[config.mk]
export PLATFORM = sky130hd
export DESIGN_NAME = encoder_8b10b_nsym
export DESIGN_NICKNAME = d
export VERILOG_FILES = /design/src/rtl/encoder_8b10b_nsym.sv
export SDC_FILE = /design/constraint.sdc
export NUM_CORES = 1
export LEC_CHECK = 0
export CAP_MARGIN = 10
export CORE_MARGIN = 8
export CORE_UTILIZATION = 40
export DETAILED_ROUTE_END_ITERATION = 10
export PLACE_DENSITY = 0.62
export SLEW_MARGIN = 20
export SYNTH_ARGS = -nofsm -noshare
export SYNTH_HDL_FRONTEND = slang
export SYNTH_SLANG_ARGS = --single-unit
[constraint.sdc]
create_clock -name clk -period 23.2 [get_ports clk]
set_input_delay 6.96 -clock clk [delete_from_list [all_inputs] [get_ports clk]]
set_output_delay 6.96 -clock clk [all_outputs]
set_load 0.01 [all_outputs]
[src/rtl/encoder_8b10b_nsym.sv]
// rtl/encoder_8b10b_nsym.sv - NSYM-wide 8b/10b encoder with running disparity and valid/ready handshake
//
// Encodes NSYM bytes per clock. Disparity chains from symbol 0 to symbol
// NSYM-1 inside one word; the final disparity is held in rd for the next
// word. Code tables store the RD- column only; the RD+ column is derived by
// complementing where the code is unbalanced or is one of the balanced
// codes that still alternate (D.7 in 5b/6b, D.x.3 and all K codes in 3b/4b).
// Output bits are in transmission order: bit 0 = a ... bit 9 = j.

module encoder_8b10b_nsym #(
  parameter int NSYM = 2
) (
  input  logic                 clk,
  input  logic                 rst,
  input  logic [8*NSYM-1:0]    data_in,
  input  logic [NSYM-1:0]      k_in,
  input  logic                 in_valid,
  output logic                 in_ready,
  output logic [10*NSYM-1:0]   data_out,
  output logic                 out_valid,
  input  logic                 out_ready,
  output logic [NSYM-1:0]      code_err,
  output logic                 rd
);

  // 5b/6b RD- column, written abcdei with a in the MSB.
  function automatic logic [5:0] lut6_rdm(input logic [4:0] x);
    logic [5:0] c;
    case (x)
      5'd0:    c = 6'b100111;
      5'd1:    c = 6'b011101;
      5'd2:    c = 6'b101101;
      5'd3:    c = 6'b110001;
      5'd4:    c = 6'b110101;
      5'd5:    c = 6'b101001;
      5'd6:    c = 6'b011001;
      5'd7:    c = 6'b111000;
      5'd8:    c = 6'b111001;
      5'd9:    c = 6'b100101;
      5'd10:   c = 6'b010101;
      5'd11:   c = 6'b110100;
      5'd12:   c = 6'b001101;
      5'd13:   c = 6'b101100;
      5'd14:   c = 6'b011100;
      5'd15:   c = 6'b010111;
      5'd16:   c = 6'b011011;
      5'd17:   c = 6'b100011;
      5'd18:   c = 6'b010011;
      5'd19:   c = 6'b110010;
      5'd20:   c = 6'b001011;
      5'd21:   c = 6'b101010;
      5'd22:   c = 6'b011010;
      5'd23:   c = 6'b111010;
      5'd24:   c = 6'b110011;
      5'd25:   c = 6'b100110;
      5'd26:   c = 6'b010110;
      5'd27:   c = 6'b110110;
      5'd28:   c = 6'b001110;
      5'd29:   c = 6'b101110;
      5'd30:   c = 6'b011110;
      default: c = 6'b101011;
    endcase
    return c;
  endfunction

  // 3b/4b data RD- column, written fghj with f in the MSB (D.x.P7 at y=7).
  function automatic logic [3:0] lut4_data_rdm(input logic [2:0] y);
    logic [3:0] c;
    case (y)
      3'd0:    c = 4'b1011;
      3'd1:    c = 4'b1001;
      3'd2:    c = 4'b0101;
      3'd3:    c = 4'b1100;
      3'd4:    c = 4'b1101;
      3'd5:    c = 4'b1010;
      3'd6:    c = 4'b0110;
      default: c = 4'b1110;
    endcase
    return c;
  endfunction

  // 3b/4b control RD- column; every K code alternates with disparity.
  function automatic logic [3:0] lut4_k_rdm(input logic [2:0] y);
    logic [3:0] c;
    case (y)
      3'd0:    c = 4'b1011;
      3'd1:    c = 4'b0110;
      3'd2:    c = 4'b1010;
      3'd3:    c = 4'b1100;
      3'd4:    c = 4'b1101;
      3'd5:    c = 4'b0101;
      3'd6:    c = 4'b1001;
      default: c = 4'b0111;
    endcase
    return c;
  endfunction

  // One symbol: returns {code_err, disparity after symbol, 10-bit group}.
  function automatic logic [11:0] enc_sym(input logic [7:0] d, input logic k, input logic rd_in);
    logic [4:0] x;
    logic [2:0] y;
    logic       legal_k;
    logic       err;
    logic       unbal6;
    logic       unbal4;
    logic       rd6;
    logic       alt7;
    logic [5:0] c6;
    logic [3:0] c4;
    logic [9:0] code;
    x = d[4:0];
    y = d[7:5];
    legal_k = (x == 5'd28) ||
              ((y == 3'd7) && ((x == 5'd23) || (x == 5'd27) || (x == 5'd29) || (x == 5'd30)));
    err = k && !legal_k;
    // An unsupported control byte is replaced by the comma K28.5.
    if (err) begin
      x = 5'd28;
      y = 3'd5;
    end
    if (k && (x == 5'd28)) begin
      c6 = 6'b001111;
    end else begin
      c6 = lut6_rdm(x);
    end
    unbal6 = ($countones(c6) != 3);
    if (rd_in && (unbal6 || (x == 5'd7))) begin
      c6 = ~c6;
    end
    rd6 = rd_in ^ unbal6;
    if (k) begin
      c4 = lut4_k_rdm(y);
      if (rd6) begin
        c4 = ~c4;
      end
    end else begin
      // A7 avoids a run of five identical bits across the e/i and f/g boundary.
      alt7 = (y == 3'd7) &&
             (rd6 ? ((x == 5'd11) || (x == 5'd13) || (x == 5'd14))
                  : ((x == 5'd17) || (x == 5'd18) || (x == 5'd20)));
      c4 = alt7 ? 4'b0111 : lut4_data_rdm(y);
      if (rd6 && (($countones(c4) != 2) || (y == 3'd3))) begin
        c4 = ~c4;
      end
    end
    unbal4 = ($countones(c4) != 2);
    code = {c4[0], c4[1], c4[2], c4[3], c6[0], c6[1], c6[2], c6[3], c6[4], c6[5]};
    return {err, rd6 ^ unbal4, code};
  endfunction

  logic [10*NSYM-1:0] enc_word;
  logic [NSYM-1:0]    enc_err;
  logic               rd_next;
  logic               accept;

  assign in_ready = !out_valid || out_ready;
  assign accept   = in_valid && in_ready;

  // Encode all symbols of the input word, chaining disparity from rd.
  always_comb begin
    logic        chain;
    logic [11:0] res;
    chain    = rd;
    res      = '0;
    enc_word = '0;
    enc_err  = '0;
    for (int i = 0; i < NSYM; i++) begin
      res                 = enc_sym(data_in[8*i +: 8], k_in[i], chain);
      enc_word[10*i +: 10] = res[9:0];
      enc_err[i]          = res[11];
      chain               = res[10];
    end
    rd_next = chain;
  end

  // Output register stage; rd advances only when a word is accepted.
  always_ff @(posedge clk or posedge rst) begin
    if (rst) begin
      data_out  <= '0;
      code_err  <= '0;
      out_valid <= 1'b0;
      rd        <= 1'b0;
    end else if (accept) begin
      data_out  <= enc_word;
      code_err  <= enc_err;
      out_valid <= 1'b1;
      rd        <= rd_next;
    end else if (out_ready) begin
      out_valid <= 1'b0;
    end
  end

endmodule

# --- After elaboration in Yosys (flattened, before gate mapping) ---
# Memories as Yosys holds them, arrays and structs flattened.
# Cells that the tools add are included.
word_totals:
  romBits: 384
  in_bits: 22
  mem_count: 2
  regBits: 24
memory_table:
  columns: ["memory", "depth", "width", "read_ports", "rd_clocked_by_memory_dff", "write_ports", "line_no", "text"]
  rows:
  - ["(name not given)", 32, 6, 1, 0, 0, "29", "case (x)"]
  - ["(name not given)", 32, 6, 1, 0, 0, "29", null]
op_classes:
  bitwise_logic: 10
  muxes: 28
  reduce_logical: 40
  add_sub_neg: 22
  n_eq_ne: 48
ops:
  columns: ["op", "count"]
  rows:
  - ["4-bit case mux with 7 select lines", 4]
  - ["5-bit equality test (second input constant)", 18]
  - ["4-bit two-way mux", 12]
  - ["3-bit equality test (second input constant)", 10]
  - ["5-bit by 4-bit equality test with 1-bit output (second input constant)", 6]
  - ["1-bit by 1-bit adder with 2-bit output", 14]
  - ["6-bit two-way mux", 4]
  - ["1-bit logical OR", 21]
  - ["2-bit by 2-bit adder with 3-bit output", 6]
  - ["4-bit NOT", 4]
  - ["1-bit logical AND", 13]
  - ["3-bit by 2-bit equality test with 1-bit output (second input constant)", 4]
  - ["3-bit by 2-bit != test with 1-bit output (second input constant)", 4]
  - ["6-bit NOT", 2]
  - ["5-bit by 3-bit equality test with 1-bit output (second input constant)", 2]
  - ["5-bit two-way mux", 2]
  - ["3-bit by 2-bit adder with 4-bit output", 2]
  - ["4-bit by 2-bit != test with 1-bit output (second input constant)", 2]
  - ["3-bit by 1-bit equality test with 1-bit output (second input constant)", 2]
  - ["3-bit logical NOT", 2]
  - ["3-bit two-way mux", 2]
  - ["1-bit two-way mux", 4]
  - ["1-bit XOR", 4]
  - ["1-bit logical NOT", 3]
  - ["2-bit nonzero test", 1]

# --- Longest topological paths before layout ---
depth:
  ltp_word: 46
  depth_mapped: 52
  ltp_nobuf: 49

# --- Least setup slack after synthesis ---
# OpenSTA, ideal clock, no wires.
synth_timing:
  path_type: "input-to-reg"
  startpoint: "input data_in[4]"
  endpoint: "register rd"
  path_stages: 51
  path_slack_ns: 3.886
  setup_time_ns: 0.134
  t_arrival_ns: 19.180
  t_required_ns: 23.066
  cell_sequence: "buf_6 or3b_4 and2_4 a22oi_1 buf_2 and2_1 inv_1 ha_1 a211o_2 a21oi_1 o22ai_1 a21oi_1 fa_1 inv_1 fa_1 ha_1 inv_1 fa_1 [... 15 more ...] xnor3_1 xor2_1 buf_2 mux2i_1 or2_2 fa_1 ha_1 ha_1 nor3b_1 a21oi_1 a21o_1 o21ai_0 fa_1 ha_1 ha_1 nor3b_1 xnor2_1 o21ai_0"
synth_via:
  elab_chain_len: 46
  word_cells_on_any_way: 85
  classes_between: "17 x add/sub; 24 x eq/ne; 17 x mux; 7 x bitwise; 19 x reduce/logical; 1 x memory"
synth_lines:
  columns: ["item", "line_no", "text"]
  rows:
  - ["start, declared", "15", "input logic [8*NSYM-1:0] data_in,"]
  - ["branches (longest 26 deep; another with memory read 32 x 6 bit)", null, null]
  - ["4-bit two-way mux (*)", "131", "if (k) begin"]
  - ["net enc_word[6]", "151", "logic [10*NSYM-1:0] enc_word;"]
  - ["1-bit by 1-bit adder with 2-bit output (not written as such) (*)", "146", "unbal4 = ($countones(c4) != 2);"]
  - ["2-bit by 2-bit adder with 3-bit output (not written as such) (*)", "146", null]
  - ["3-bit by 2-bit != test with 1-bit output (*)", "146", null]
  - ["1-bit XOR (*)", "148", "return {err, rd6 ^ unbal4, code};"]
  - ["1-bit XOR (*)", "130", "rd6 = rd_in ^ unbal6;"]
  - ["[... 7 more ...]", null, null]
  - ["1-bit logical AND", "142", "if (rd6 && (($countones(c4) != 2) || (y == 3'd3))) begin"]
  - ["4-bit two-way mux", "142", null]
  - ["4-bit two-way mux (*)", "131", null]
  - ["net enc_word[19]", "151", null]
  - ["1-bit by 1-bit adder with 2-bit output (not written as such) (*)", "146", null]
  - ["2-bit by 2-bit adder with 3-bit output (not written as such) (*)", "146", null]
  - ["3-bit by 2-bit != test with 1-bit output (*)", "146", null]
  - ["1-bit XOR (*)", "148", null]
  - ["end signal, assigned", "187", "rd <= rd_next;"]
  - ["end, declared", "23", "output logic rd"]
# Mark *: on every way through the listed nets, which the timed path passes. The select of a mux whose other input is x is not followed.
# A chain may end at the register's enable or synchronous reset.

# --- Final worst setup path ---
layout_timing:
  startpoint: "input data_in[3]"
  endpoint: "register rd"
# The elaborated chain is that of the path after synthesis.

==> flow_summary.json <==
{
  "area_inside_the_core_boundary_sq_mm": 0.00809,
  "post-route-min-period_ns": 20.86,
  "hpwl_mm": 6.25,
  "grt_use_total_pct": 14.1,
  "arrival_ns": 21.00,
  "drtPass1Iterations": 5,
  "tightest_slew_ns": 0.886,
  "powerDensity_mw_per_mm2": 165,
  "post_synth_num_cell_types": 68,
  "finalHoldViolations": 0,
  "cell_with_the_most_instances_after_synthesis": "sky130_fd_sc_hd__nand2_1",
  "drt-total-wl_mm": 8.05,
  "area_occupied_by_multi_input_gates_sq_mm": 0.00249,
  "maxCapViolCount": 0,
  "insertion_delay_ns": 0.26,
  "top_fanout_value_on_the_critical_path": 22,
  "pwr-share-seq_pct": 11.6,
  "floorplan.die_area_sq_mm": 0.0114,
  "power.ir.vdd_worst_v": 0.000114,
  "vias_per_cell": 5.56,
  "ys.flop_type": "sky130_fd_sc_hd__dfrtp_1",
  "cts-root-to-sink-buffers": 2,
  "die_width_um": 107,
  "fin_crit_sh_pct": 89.9,
  "fin_setup_tns_ns": 0,
  "switching_pwr_uw": 289,
  "area_growth_pct": 17.0,
  "drive_above_1_share_pct": 7.99,
  "setup_repair_after_global_routing_missed_its_margin": "false",
  "critPathMostFrequentCell": "sky130_fd_sc_hd__ha_1",
  "floorplan.initialDensity_pct": 40.7,
  "clkSlewWorstSetupHoldPaths_ns": 0.08,
  "finalNetCount": 495,
  "seqCellArea_sq_um": 601,
  "end_kind": "flip-flop",
  "floorplan.io_pins": 47,
  "status": "finished clean",
  "holdBufCountCts": 0,
  "swShare_pct": 45.5,
  "number_of_nets_still_failing_antenna_checks_after_routing": 0,
  "antenna_found_initial": 0,
  "hold_path_class": "flip-flop to flip-flop",
  "cts.repair_timing.setup_buffer_count": 0,
  "synthCells": 411,
  "max_clock_freq_mhz": 47.9,
  "clkPwrFrac_pct": 4.4,
  "power_leakage_uw": 0.00161,
  "cts_resized": 0,
  "drt_iter0_drc": 107,
  "synthesis.area_sq_mm": 0.00329,
  "detail_route.drc_violations": 0,
  "power_frac_comb_pct": 83.9,
  "route.vias.total": 3017,
  "place.port_buffers": 46,
  "clock_h_tree_levels": 1,
  "netlist.top_cell.by_area": "sky130_fd_sc_hd__dfrtp_1",
  "slew-limit-headroom_pct": 40.6,
  "die_h_um": 107,
  "syn-mean-instance-area_sq_um": 8.01,
  "rows": 33,
  "number_of_cts_inserted_buffers": 3,
  "synth_top_cells_by_area": "sky130_fd_sc_hd__dfrtp_1 18%, sky130_fd_sc_hd__ha_1 9.1%, sky130_fd_sc_hd__fa_1 6.1%",
  "diodes": 0,
  "critical_path.max_stage_delay_ns": 0.99,
  "clock_tree_root": "sky130_fd_sc_hd__clkbuf_8",
  "timing.clock.skew_ns": 0.00253,
  "grt.overflow.total": 0,
  "critical_path.slowest_cell": "sky130_fd_sc_hd__clkdlybuf4s50_1",
  "report.final.setup_viol": 0,
  "tritoncts_clock_tree": "done",
  "slew_violations": 0,
  "worst-setup-path-type": "input pin to flip-flop",
  "worstPathRequired_ns": 23.34,
  "route.detailed.wl_per_inst_um": 14.8,
  "fraction_of_synthesized_cell_area_taken_by_the_top_area_cell_type_pct": 18.2,
  "yosysWarningCount": 0,
  "cellInternalPower_uw": 346,
  "first_global_vias": 2893,
  "postSynthNetCount": 467,
  "setup_slack_ns": 2.34,
  "stdcell_area_sq_mm": 0.00385,
  "yosys_register_bits": 24,
  "grt_pass1_wl_mm": 13.7,
  "grt_max_degree": 38,
  "worst_setup_path_start_kind": "input pin",
  "postPlaceCellArea_sq_mm": 0.00380,
  "num-fill-cells": 830,
  "seq_area_frac_synth_pct": 18.2,
  "placer_s_final_routability_congestion_estimate": 0.898,
  "clock-sinks": 24,
  "dp_slack_ns": 2.09,
  "synth-edff-count": 0,
  "synthArstFlopShare_pct": 100,
  "yosys-top-cells-count": "45 x sky130_fd_sc_hd__nand2_1, 34 x sky130_fd_sc_hd__o21ai_0, 26 x sky130_fd_sc_hd__a21oi_1"
}
==> final timing paths <==
kind                       cells after the start  slack [ns]    startpoint           end
min in group asynchronous                      2        7.07           rst   data_out[7]
min                                            2        0.49  data_out[15]  data_out[15]
max                                           51        2.34    data_in[3]            rd
max reg2reg                                   32       14.05            rd            rd
min reg2reg                                    2        0.49  data_out[15]  data_out[15]
max in group asynchronous                      2       15.71           rst   data_out[1]
==> power by group through the flow <==
stage | registers, uW | logic [uW] | clock network, uW
4_1_cts | 74.5 | 542 | 29.8
5_1_grt | 76.8 | 611 | 31.4
6_report | 73.9 | 533 | 28.2
2_1_floorplan | 82.5 | 396 | 0
3_3_place_gp | 75.1 | 528 | 0
3_5_place_dp | 75.3 | 534 | 0
==> layout make-up <==
| type | count | area share, % |
|---|---|---|
| Clock buffer | 4 | 1.43 |
| Inverter | 25 | 2.44 |
| Multi-Input combinational cell | 336 | 64.6 |
| Sequential cell | 24 | 15.6 |
| Tap cell | 105 | 3.41 |
| Timing Repair Buffer | 49 | 12.5 |
==> registers in the layout, indices dropped and copies added, names as in the netlist <==
signal,flops
out_valid,1
rd,1
code_err,2
data_out,20
==> layout by cell type (no fill, tap or decap), types with 9 or more instances in the layout <==
cell type	n
sky130_fd_sc_hd__clkdlybuf4s50_1	46
sky130_fd_sc_hd__nand2_1	45
sky130_fd_sc_hd__o21ai_0	34
sky130_fd_sc_hd__a21oi_1	26
sky130_fd_sc_hd__inv_1	24
sky130_fd_sc_hd__ha_1	24
sky130_fd_sc_hd__dfrtp_1	24
sky130_fd_sc_hd__nor2_1	22
sky130_fd_sc_hd__xnor2_1	17
sky130_fd_sc_hd__xor2_1	15
sky130_fd_sc_hd__mux2_2	15
sky130_fd_sc_hd__mux2i_1	10
sky130_fd_sc_hd__fa_1	10
sky130_fd_sc_hd__a31oi_1	9
==> layer usage <==
metal  vias to the layer above  track usage [%]  wire (um)
met1                      1408             18.6       3750
met3                         8             1.86        405
met4                         0             4.42        108
met5                         -                0          0
li1                       1513                -          -
met2                        88             23.4       3780
==> kinds of logic (layout without fill, tap and decap cells) <==
family	after synthesis	in the layout	synth area share (%)
AO/OA/AOI/OAI	118	118	23.5
XOR/XNOR	33	33	9.20
adder cells (fa/ha/maj)	35	35	15.5
buffers and inverters	51	78	6.20
flip-flops	24	24	18.2
multiplexers	25	25	8.17
AND/OR/NAND/NOR	125	125	19.2
==> worst max-delay path: cells and delay by family <==
kind | cells | cell delay (ns)
AOI/OAI and AO/OA | 13 | 2.93
and+or+nand+nor | 8 | 2.49
xor gates and xnor gates | 5 | 1.02
adders and majority gates | 17 | 5.46
muxes | 2 | 0.41
buffers and inverters | 6 | 1.71
==> metrics by stage <==
step                instances  hold WS (ns)  util, %  power [uW]
floorplan                 411         0.516        -         478
global placement          539         0.467     46.9         603
detailed placement        539         0.477     46.9         609
CTS                       543         0.495     47.6         646
global route              543         0.524     47.6         719
finish                    543         0.487     47.6         635
Power figures use the tool's default switching activity.
